### config.mk
export PLATFORM = sky130hd
export DESIGN_NAME = shift_rows_pipe
export DESIGN_NICKNAME = d
export VERILOG_FILES = /design/src/rtl/shift_rows_pipe.sv
export SDC_FILE = /design/constraint.sdc
export NUM_CORES = 1
export LEC_CHECK = 0
export CORE_MARGIN = 1
export CORE_UTILIZATION = 45
export CTS_BUF_LIST = sky130_fd_sc_hd__clkbuf_16
export DETAILED_ROUTE_END_ITERATION = 10
export DONT_BUFFER_PORTS = 1
export PLACE_DENSITY_LB_ADDON = 0.05
export SYNTH_ARGS = -nofsm -noshare
export SYNTH_HDL_FRONTEND = slang
export SYNTH_SLANG_ARGS = --single-unit
### constraint.sdc
create_clock -name clk -period 2.3 [get_ports clk]
set_input_delay 0.115 -clock clk [delete_from_list [all_inputs] [get_ports clk]]
set_output_delay 0.115 -clock clk [all_outputs]
set_load 0.02 [all_outputs]
### src/rtl/shift_rows_pipe.sv
// -----------------------------------------------------------------------------
// shift_rows_pipe
//   Registered ShiftRows / InvShiftRows stage for Rijndael states of NB = 4, 6
//   or 8 columns. The row rotation is applied combinationally to the incoming
//   block. The already-transformed block and its mode bit are then written
//   into a 2-entry elastic FIFO. This keeps in_ready registered and sustains
//   one block per cycle.
//
//   Handshake: a transfer happens on a rising edge where valid & ready are both
//   1. The producer must hold valid, data and mode stable until that edge.
//   out_data/out_inv always show the FIFO head and stay stable while stalled.
//
// Ports
//   clk        rising-edge clock
//   rst_n      synchronous active-low reset
//   in_valid   input block valid
//   in_ready   buffer can accept a block (registered)
//   in_inv     0 = ShiftRows, 1 = InvShiftRows, sampled with in_data
//   in_data    input state, byte k = r + 4c at in_data[W-1-8k -: 8]
//   out_valid  output block valid (buffer not empty)
//   out_ready  downstream accepts the head block
//   out_data   shifted state (head entry)
//   out_inv    mode that accompanied the head entry
// -----------------------------------------------------------------------------
module shift_rows_pipe #(
   parameter int NB = 4,
   parameter int W  = 32 * NB
) (
   input  logic         clk,
   input  logic         rst_n,
   input  logic         in_valid,
   output logic         in_ready,
   input  logic         in_inv,
   input  logic [W-1:0] in_data,
   output logic         out_valid,
   input  logic         out_ready,
   output logic [W-1:0] out_data,
   output logic         out_inv
);

   // Reject block sizes Rijndael does not define, and a hand-overridden width.
   if (!(NB == 4 || NB == 6 || NB == 8)) begin : g_bad_nb
      $error("shift_rows_pipe: NB must be 4, 6 or 8");
   end
   if (W != 32 * NB) begin : g_bad_w
      $error("shift_rows_pipe: W must equal 32*NB");
   end

   // ---------------------------------------------------------------------------
   // Row rotation. Source columns are elaboration constants, so each output byte
   // is just a 2:1 mux between its forward and inverse source byte.
   // ---------------------------------------------------------------------------
   logic [W-1:0] xform;

   for (genvar r = 0; r < 4; r++) begin : g_row
      // The wide block moves rows 2 and 3 one column further.
      localparam int OFF = (NB == 8 && r >= 2) ? r + 1 : r;
      for (genvar c = 0; c < NB; c++) begin : g_col
         localparam int FSRC = (c + OFF) % NB;
         localparam int ISRC = (c - OFF + NB) % NB;
         assign xform[W-1-8*(r+4*c) -: 8] = in_inv ? in_data[W-1-8*(r+4*ISRC) -: 8]
                                                   : in_data[W-1-8*(r+4*FSRC) -: 8];
      end
   end

   // ---------------------------------------------------------------------------
   // Two-entry FIFO: head (drives the outputs directly) and tail.
   // ---------------------------------------------------------------------------
   logic [1:0]   count;
   logic [W-1:0] head_data;
   logic [W-1:0] tail_data;
   logic         head_inv;
   logic         tail_inv;
   logic         push;
   logic         pop;

   assign out_valid = (count != 2'd0);
   assign out_data  = head_data;
   assign out_inv   = head_inv;
   assign push      = in_valid & in_ready;
   assign pop       = out_valid & out_ready;

   always_ff @(posedge clk) begin
      if (!rst_n) begin
         count     <= 2'd0;
         in_ready  <= 1'b1;
         head_data <= '0;
         tail_data <= '0;
         head_inv  <= 1'b0;
         tail_inv  <= 1'b0;
      end else begin
         case ({push, pop})
            2'b10: begin
               if (count == 2'd0) begin
                  head_data <= xform;
                  head_inv  <= in_inv;
               end else begin
                  tail_data <= xform;
                  tail_inv  <= in_inv;
               end
               count    <= count + 2'd1;
               // Going from 1 to 2 entries fills the buffer.
               in_ready <= (count != 2'd1);
            end
            2'b01: begin
               // When the last entry leaves, the head keeps its old value.
               if (count == 2'd2) begin
                  head_data <= tail_data;
                  head_inv  <= tail_inv;
               end
               count    <= count - 2'd1;
               in_ready <= 1'b1;
            end
            2'b11: begin
               // Only reachable with one entry: the new block replaces the head.
               head_data <= xform;
               head_inv  <= in_inv;
            end
            default: ;
         endcase
      end
   end

endmodule
==> results of run 1 <==
cell families after synthesis:
kind of cell | count (synthesis) | synth area share
AOI/OAI and AO/OA | 286 | 0.179
xor gates and xnor gates | 1 | 0.000757
adders and majority gates | 7 | 0.00757
buffers and inverters | 151 | 0.0653
DFF | 261 | 0.451
muxes | 193 | 0.174
and+or+nand+nor | 352 | 0.122
sequential cells by signal, summed over array words and instances, names as in the netlist:
signal / flops
tail_data: 128
count: 2
tail_inv: 1
out_data: 128
out_inv: 1
in_ready: 1
cell usage in the layout (no fill, tap or decap), types with 2 or more instances in the layout:
master / instances
a211oi_1: 44
buf_12: 11
clkinv_1: 4
inv_1: 35
dlygate4sd3_1: 162
buf_16: 3
nor2b_1: 2
o22ai_2: 4
a31oi_2: 2
dfxtp_1: 261
nand2_1: 198
a31oi_1: 63
a211oi_2: 46
mux2i_1: 129
bufinv_16: 6
nor3_1: 40
a21oi_1: 66
clkinvlp_4: 4
buf_6: 2
ha_1: 6
inv_6: 2
o22ai_1: 61
buf_4: 24
mux2_2: 64
nor2_1: 106
clkbuf_16: 29
worst min path at each step:
stage,startpoint,slack (ns),depth (start not counted),end
floorplan,in_data[40],0.25,2,tail_data[104]
global placement,rst_n,0.18,1,in_ready
detailed placement,rst_n,0.19,1,in_ready
CTS,in_data[21],0.002,3,out_data[117]
global route,in_data[20],0.03,3,out_data[116]
finish,in_inv,0.006,3,tail_inv
worst max-delay path: cells and delay by family, from the launching register on:
kind	cells	cell delay [ns]
simple gates	2	0.21
buf+inv	3	0.54
fa+ha+maj	2	0.44
compound gates	2	0.41
flops	1	0.36
power by group through the flow:
stage	Clock (mW)	Sequential [mW]	Combinational, mW
final	4.86	7.60	5.56
after CTS	4.98	7.59	5.55
after floorplan	0	7.38	4.24
after detailed placement	0	7.68	5.21
after global routing	5.17	7.75	6.12
after global placement	0	7.68	5.13
final cells by class:
class,count,share of cell area
Multi-Input combinational cell,839,0.388
Timing Repair Buffer,202,0.147
Clock inverter,23,0.0186
Inverter,31,0.00836
Clock buffer,29,0.0500
Tap cell,330,0.0284
Sequential cell,261,0.360
what timing repair did:
item	CTS	global route
hold buffers	164	0
setup buffers	0	1
hold endpoints to repair	260	0
gates resized for setup	0	5
endpoints found under the setup margin	0	60
per-layer routing:
layer,part of all wire,wire [um],vias up
li1,-,-,4658
met1,0.43,13700,4494
met2,0.47,14900,254
met3,0.070,2230,52
met4,0.026,826,0
met5,0,0,-
per-stage QoR:
step / TNS (ns) / hold slack [ns]
global placement: 0 / 0.185
global route: -0.00787 / 0.0344
floorplan: 0 / 0.251
detailed placement: 0 / 0.188
finish: 0 / 0.00616
CTS: 0 / 0.00204
==> results.py, run 1 <==
metrics = {
    "status": {
        "status": "complete, no violations",
    },
    "synth": {
        "synth.avg_cell_area_sq_um": 9.25,
        "synth_largest_area_cell": "dfxtp_1",
        "synth_seq_cells": 261,
        "synth_nets": 1391,
        "ys_seq_area_frac": 0.451,
        "synthCells": 1251,
        "synth_area_leaders": "dfxtp_1, mux2i_1, nand2_1, mux2_2, a211oi_2",
        "synthFlopType": "dfxtp_1",
        "netlist.area_leader.share": 0.451,
        "synth_warnings": 0,
        "async_reset_ff_frac": 0,
        "synth_edf_count": 0,
        "synth_cell_types": 25,
        "yosys-top-cells-count": "dfxtp_1, nand2_1, mux2i_1",
        "synth_area_sq_mm": 0.0116,
        "synth_most_common_cell": "dfxtp_1",
    },
    "layout": {
        "final-instance-count-excl-fill": 1715,
        "area_delta_synth_final_pct": 25.4,
        "fin_nets": 1504,
        "n_antenna_cell": 0,
        "n_fill_cell": 2157,
        "ff_latch_area_sq_mm": 0.00523,
        "utilization": 0.577,
        "finalInstanceArea_sq_mm": 0.0145,
        "multi_input_area_sq_mm": 0.00564,
        "drive_gt1_frac": 0.149,
    },
    "global_route": {
        "grt_busiest_layer": "met2",
        "grt_use_met2": 0.399,
        "grt_overflow": 0,
        "grtUsageMet3": 0.0550,
        "met1_usage": 0.286,
        "grt_pass1_wl_mm": 49.9,
        "first_global_vias": 9277,
        "grt_max_degree": 128,
        "antenna_found_initial": 0,
        "grtUsageTotal": 0.232,
    },
    "sta": {
        "finalCritPeriodShare": 0.943,
        "fin_skew_ns": 0.0147,
        "rsz0062_at_grt": "yes",
        "tightest_slew_ns": 0.578,
        "min_period_ns": 2.17,
        "fmax_mhz": 461,
        "finalHoldViolCount": 0,
        "setup_viol": 0,
        "setup_slack_ns": 0.132,
        "slew_headroom": 0.614,
        "final-max-slew-violation-count": 0,
    },
    "placement": {
        "pre_cts_slack_ns": 0.134,
        "io_buffers": 0,
        "hpwl_mm": 18.4,
        "dp_cells": 1498,
        "gp_congestion": 0.739,
        "dpl_cell_area_sq_mm": 0.0118,
    },
    "power_and_ir_drop": {
        "switching_share": 0.381,
        "pwr-share-comb": 0.308,
        "p_total_mw": 18.0,
        "clkPwrFrac": 0.270,
        "p_sw_mw": 6.87,
        "intPower_mw": 11.2,
        "peakVddDrop_mv": 0.680,
        "p_leak_nw": 5.13,
        "power_density_mw_per_mm2": 1240,
        "seqPwrFrac": 0.422,
    },
    "clock_tree": {
        "clockBufferDepth": 3,
        "clkTransAtPathRegs_ns": 0.06,
        "cts_made_buffers": 29,
        "htree_levels": 1,
        "cts_tree": "built",
        "cts_sinks": 261,
        "root_buffer": "clkbuf_16",
        "clk_latency_ns": 0.54,
    },
    "drt": {
        "postRouteAntennaNets": 0,
        "remaining_drc_errors": 0,
        "routed_via_density": 5.51,
        "drt_iter0_drc": 519,
        "first_pass_iters": 4,
        "vias": 9458,
        "wirelength_mm": 31.7,
        "routedWlPerCell_um": 18.5,
    },
    "floorplan": {
        "ios": 264,
        "start_util": 0.460,
        "core-area_sq_mm": 0.0252,
        "chipWidth_um": 162,
        "die_area_sq_mm": 0.0264,
        "rows": 58,
        "dieHeight_um": 162,
    },
    "setup_path": {
        "r2r_start": "count[0]",
        "endpoint": "out_data[60]",
        "cp-start-kind": "flip-flop",
        "cp_slowest_stage_delay_ns": 0.40,
        "critPathCaptureType": "flip-flop",
        "path_cells": "inv_1 > ha_1 > inv_1 > nand2_1 > ha_1 > nand2b_4 > buf_16 > a31oi_1 > a211oi_2",
        "cp.required_ns": 2.76,
        "crit_slowest_cell": "buf_16",
        "r2r_slack_ns": 0.13,
        "worstReg2RegEnd": "out_data[60]",
        "critPathMaxFanout": 127,
        "worstSetupStartpoint": "count[0]",
        "crit_type": "reg -> reg",
        "arrival_ns": 2.63,
        "r2r_cells": 9,
    },
    "min_path": {
        "hold_path_class": "in -> reg",
    },
    "job": {
        "drv_cap": 0,
    },
}
Power figures use the tool's default switching activity.
==> run 2, diff against run 1 <==
--- a/config.mk
+++ b/config.mk
@@ -5,9 +5,10 @@
 export SDC_FILE = /design/constraint.sdc
 export NUM_CORES = 1
 export LEC_CHECK = 0
+export ABC_AREA = 1
 export CORE_MARGIN = 1
 export CORE_UTILIZATION = 45
-export CTS_BUF_LIST = sky130_fd_sc_hd__clkbuf_16
+export CTS_BUF_LIST = sky130_fd_sc_hd__clkbuf_2
 export DETAILED_ROUTE_END_ITERATION = 10
 export DONT_BUFFER_PORTS = 1
 export PLACE_DENSITY_LB_ADDON = 0.05
==> results.py, run 2 <==
metrics = {
    "layout": {
        "fin_nets": 2213,
        "drive_gt1_frac": 0.0741,
        "final-instance-count-excl-fill": 2493,
        "final_common_cell": "nand2_1",
        "final_cell_mix": "nand2_1, nor2_1, dfxtp_1",
        "area_delta_synth_final_pct": 13.0,
    },
    "synth": {
        "synth_largest_area_cell": "dfxtp_1",
        "synthMuxAreaShare": 0,
        "synth_most_common_cell": "nand2_1",
        "synth_compound_area_frac": 0.0947,
        "synth_area_leaders": "dfxtp_1, nand2_1, nor2_1, inv_1, o21ai_0",
        "synthFlopType": "dfxtp_1",
        "synth_cell_types": 20,
        "synthCells": 2027,
        "netlist.area_leader.share": 0.415,
        "synth_seq_cells": 261,
        "synth_nets": 2167,
        "synth_warnings": 0,
        "async_reset_ff_frac": 0,
        "synth.avg_cell_area_sq_um": 6.22,
        "yosys.area_share.adder": 0.00695,
        "synth_area_sq_mm": 0.0126,
        "yosys.area_share.xor_xnor": 0.000695,
        "synth_edf_count": 0,
        "synth_top_family_by_area": "simple AND/OR/NAND/NOR gates",
        "ys_seq_area_frac": 0.415,
        "yosys-top-cells-count": "nand2_1, nor2_1, dfxtp_1",
        "synth-simple-area-share": 0.358,
    },
    "floorplan": {
        "ios": 264,
        "die_area_sq_mm": 0.0287,
        "chipWidth_um": 169,
        "rows": 60,
        "dieHeight_um": 169,
        "start_util": 0.464,
        "core-area_sq_mm": 0.0272,
    },
    "setup_path": {
        "arrival_ns": 2.77,
        "critPathCaptureType": "flip-flop",
        "worstSetupStartpoint": "count[0]",
        "r2r_start": "count[0]",
        "cp.required_ns": 2.99,
        "crit_type": "reg -> reg",
        "critPathMaxFanout": 89,
        "cp-start-kind": "flip-flop",
    },
    "sta": {
        "final-max-slew-violation-count": 0,
        "finalHoldWorstSlack_ns": -0.600,
        "rsz0062_at_grt": "yes",
        "setup_slack_ns": 0.215,
        "fmax_mhz": 480,
        "slew_headroom": 0.711,
        "min_period_ns": 2.08,
        "setup_viol": 0,
        "tightest_slew_ns": 0.434,
        "finalCritPeriodShare": 0.906,
        "fin_skew_ns": 0.0887,
        "finalHoldViolCount": 259,
    },
    "clock_tree": {
        "clkTransAtPathRegs_ns": 0.10,
        "cts_sinks": 261,
        "ctsResizeCount": 0,
        "cts_made_buffers": 73,
        "clockBufferDepth": 3,
        "root_buffer": "clkbuf_2",
        "cts_setup_buffers": 0,
        "htree_levels": 3,
        "clk_latency_ns": 0.84,
        "cts_tree": "built",
    },
    "job": {
        "drv_cap": 0,
    },
    "placement": {
        "pre_cts_slack_ns": 0.231,
        "io_buffers": 0,
        "hpwl_mm": 21.4,
        "dp_cells": 2291,
        "gp_congestion": 0.809,
    },
    "global_route": {
        "antenna_found_initial": 1,
        "grt_max_degree": 261,
        "grt_overflow": 0,
        "first_global_vias": 10900,
        "grt_pass1_wl_mm": 55.3,
        "grtUsageTotal": 0.239,
    },
    "min_path": {
        "hold_path_class": "in -> reg",
        "hp-start": "rst_n",
    },
    "status": {
        "status": "complete, but fails checks",
        "violations": "hold timing",
    },
    "drt": {
        "remaining_drc_errors": 0,
        "first_pass_iters": 7,
        "postRouteAntennaNets": 0,
        "routedWlPerCell_um": 14.0,
        "wirelength_mm": 35.0,
        "routed_via_density": 4.81,
        "vias": 12000,
        "drt_iter0_drc": 778,
    },
    "power_and_ir_drop": {
        "p_total_mw": 17.7,
        "power_density_mw_per_mm2": 1250,
        "p_leak_nw": 7.20,
        "peakVddDrop_mv": 0.565,
    },
}
[run 2: report_power, final]
group,total (mW),leakage (nW),switching (mW),internal (mW)
registers,8.10,2.15,2.00,6.10
clock network,3.45,0.498,1.98,1.46
logic,6.19,4.55,3.93,2.25
[run 2: cell type report]
class,instances,area (sq um)
antenna,1,2.50
clock buffer,109,546
clock inverter,13,110
fill,2818,12900
inverter,225,850
multi-input combinational,1399,5820
sequential,261,5230
tap,372,465
timing repair buffer,113,1230
[run 2: worst paths after layout]
path,slack [ns],endpoint,depth (start not counted)
hold / removal,-0.60,out_data[89],2
setup reg to reg,0.22,out_data[69],12
hold reg to reg,0.48,tail_data[47],2
setup / recovery,0.22,out_data[69],12
[run 2: what timing repair did]
item / in CTS / in global routing
endpoints found under the hold margin: 261 / 259
endpoints found under the setup margin: 0 / 2
hold buffers: 42 / 38
[run 2: cell families (layout without fill, tap and decap cells)]
| family | count (synthesis) | count (layout) |
|---|---|---|
| XOR/XNOR | 1 | 1 |
| buffers and inverters | 367 | 460 |
| AND/OR/NAND/NOR | 1153 | 1153 |
| AO/OA/AOI/OAI | 238 | 238 |
| adder cells (fa/ha/maj) | 7 | 7 |
| flip-flops | 261 | 261 |
| other | 0 | 1 |
[run 2: layer usage]
layer / global-route usage / wire (um)
met1: 0.284 / 15000
met2: 0.394 / 16200
met3: 0.0840 / 3000
met4: 0.0948 / 813
met5: 0 / 0
[run 2: critical path, cell delays in order, from the launching register on]
cell and delay (ns):
dfxtp_1 0.37, inv_1 0.09, ha_1 0.21, inv_2 0.05, nand2_1 0.08, inv_1 0.12, ha_1 0.23, nand2_2 0.12
nand3_4 0.09, buf_12 0.35, nand2_1 0.09, nand2_1 0.07, nor2_1 0.05
[run 2: stage by stage]
step | area [sq um] | util | setup TNS (ns)
6_report | 14200 | 0.524 | 0
5_1_grt | 14200 | 0.524 | -0.00250
4_1_cts | 13800 | 0.510 | 0
3_5_place_dp | 12800 | 0.470 | 0
3_3_place_gp | 12800 | 0.470 | 0
2_1_floorplan | 12600 | - | 0
==> run 3, diff against run 2 <==
--- a/config.mk
+++ b/config.mk
@@ -5,7 +5,6 @@
 export SDC_FILE = /design/constraint.sdc
 export NUM_CORES = 1
 export LEC_CHECK = 0
-export ABC_AREA = 1
 export CORE_MARGIN = 1
 export CORE_UTILIZATION = 45
 export CTS_BUF_LIST = sky130_fd_sc_hd__clkbuf_2
==> results.py, run 3 (synthesized netlist as in run 1, its figures left out) <==
metrics = {
    "status": {
        "status": "complete, no violations",
    },
    "drt": {
        "vias": 10100,
        "first_pass_iters": 5,
        "routedWlPerCell_um": 17.8,
        "wirelength_mm": 33.2,
        "drt_iter0_drc": 678,
        "routed_via_density": 5.38,
        "postRouteAntennaNets": 0,
        "remaining_drc_errors": 0,
    },
    "sta": {
        "slew_headroom": 0.648,
        "setup_viol": 0,
        "fmax_mhz": 470,
        "rsz0062_at_grt": "yes",
        "final-max-slew-violation-count": 0,
        "fin_skew_ns": 0.0741,
        "min_period_ns": 2.13,
        "tightest_slew_ns": 0.527,
        "finalHoldViolCount": 0,
        "finalCritPeriodShare": 0.926,
    },
    "global_route": {
        "grt_max_degree": 128,
        "first_global_vias": 10100,
        "grtUsageTotal": 0.246,
        "antenna_found_initial": 2,
        "grt_overflow": 0,
        "grt_pass1_wl_mm": 52.2,
    },
    "power_and_ir_drop": {
        "power_density_mw_per_mm2": 1100,
        "switching_share": 0.421,
        "intPower_mw": 9.52,
        "clkPwrFrac": 0.188,
        "seqPwrFrac": 0.462,
        "p_leak_nw": 5.48,
        "peakVddDrop_mv": 0.610,
        "p_sw_mw": 6.91,
        "pwr-share-comb": 0.349,
    },
    "layout": {
        "utilization": 0.595,
        "finalInstanceArea_sq_mm": 0.0150,
        "multi_input_area_sq_mm": 0.00562,
        "fin_nets": 1634,
        "drive_gt1_frac": 0.177,
        "ff_latch_area_sq_mm": 0.00523,
        "final_common_cell": "dfxtp_1",
        "n_fill_cell": 2208,
        "final_cell_mix": "dfxtp_1, dlygate4sd3_1, nand2_1",
        "area_delta_synth_final_pct": 29.4,
    },
    "placement": {
        "hpwl_mm": 18.4,
        "gp_congestion": 0.739,
        "dpl_cell_area_sq_mm": 0.0118,
        "io_buffers": 0,
    },
    "clock_tree": {
        "clkTransAtPathRegs_ns": 0.11,
        "root_buffer": "clkbuf_2",
        "cts_tree": "built",
        "clockBufferDepth": 3,
        "htree_levels": 3,
        "cts_made_buffers": 72,
        "cts_sinks": 261,
        "clk_latency_ns": 0.82,
    },
    "floorplan": {
        "chipWidth_um": 162,
        "die_area_sq_mm": 0.0264,
        "start_util": 0.460,
        "rows": 58,
        "dieHeight_um": 162,
        "core-area_sq_mm": 0.0252,
        "ios": 264,
    },
    "setup_path": {
        "r2r_slack_ns": 0.17,
        "worstSetupStartpoint": "count[1]",
        "critPathCaptureType": "flip-flop",
        "endpoint": "in_ready",
        "worstReg2RegEnd": "in_ready",
        "r2r_cells": 10,
        "arrival_ns": 2.88,
        "crit_type": "reg -> reg",
        "critPathMaxFanout": 11,
        "r2r_start": "count[1]",
        "cp-start-kind": "flip-flop",
        "cp.required_ns": 3.05,
    },
    "min_path": {
        "hold_path_class": "in -> reg",
    },
    "job": {
        "drv_cap": 0,
    },
}
## run 3: per-layer routing
layer  GRT usage  wire [um]
met5           0          0
met4      0.0798        558
met3      0.0741       2350
met2       0.418      16200
met1       0.294      14200
## run 3: how the worst min path moves through the flow
| stage | to | slack [ns] | from | depth (start not counted) |
|---|---|---|---|---|
| after floorplan | tail_data[104] | 0.25 | in_data[40] | 2 |
| after global placement | in_ready | 0.18 | rst_n | 1 |
| after detailed placement | in_ready | 0.19 | rst_n | 1 |
| after CTS | tail_data[59] | 0.002 | in_data[59] | 3 |
| after global routing | tail_data[25] | 0.01 | in_data[25] | 3 |
| final | tail_data[61] | 0.09 | in_data[61] | 3 |
## run 3: worst max-delay path, stage by stage, from the launching register on
cell	delay (ns)
dfxtp_1	0.37
inv_1	0.07
ha_1	0.19
inv_1	0.07
nand2_1	0.08
inv_1	0.12
ha_4	0.22
buf_4	0.25
o22ai_1	0.11
nand2_1	0.07
dlygate4sd3_1	0.54
## run 3: power by group through the flow
| stage | Combinational [mW] | Sequential [mW] | Clock (mW) |
|---|---|---|---|
| after floorplan | 4.24 | 7.38 | 0 |
| after global placement | 5.13 | 7.68 | 0 |
| after detailed placement | 5.21 | 7.68 | 0 |
| after CTS | 5.67 | 7.58 | 3.22 |
| after global routing | 6.30 | 7.74 | 3.48 |
| final | 5.74 | 7.60 | 3.10 |
## run 3: cell type report
cell class / count / area share
diodes: 3 / 0.000501
inverters: 31 / 0.00810
multi-input cells: 839 / 0.376
well taps: 330 / 0.0276
flip-flops and latches: 261 / 0.349
clock inverters: 15 / 0.00384
repair buffers: 289 / 0.201
clock buffers: 104 / 0.0348
## run 3: repair_timing
action / in CTS / in global routing
hold buffers: 250 / 0
gates resized for setup: 0 / 3
hold endpoints to repair: 261 / 0
endpoints found under the setup margin: 0 / 69
setup buffers: 0 / 1
## run 3: stage by stage
| step | power [mW] | TNS (ns) | hold WS, ns | setup slack (ns) | instances |
|---|---|---|---|---|---|
| floorplan | 11.6 | 0 | 0.251 | 0.189 | 1251 |
| global placement | 12.8 | 0 | 0.185 | 0.173 | 1498 |
| detailed placement | 12.9 | 0 | 0.188 | 0.134 | 1498 |
| CTS | 16.5 | 0 | 0.00174 | 0.0723 | 1867 |
| global route | 17.5 | -0.0184 | 0.0117 | -0.00736 | 1872 |
| finish | 16.4 | 0 | 0.0928 | 0.170 | 1872 |
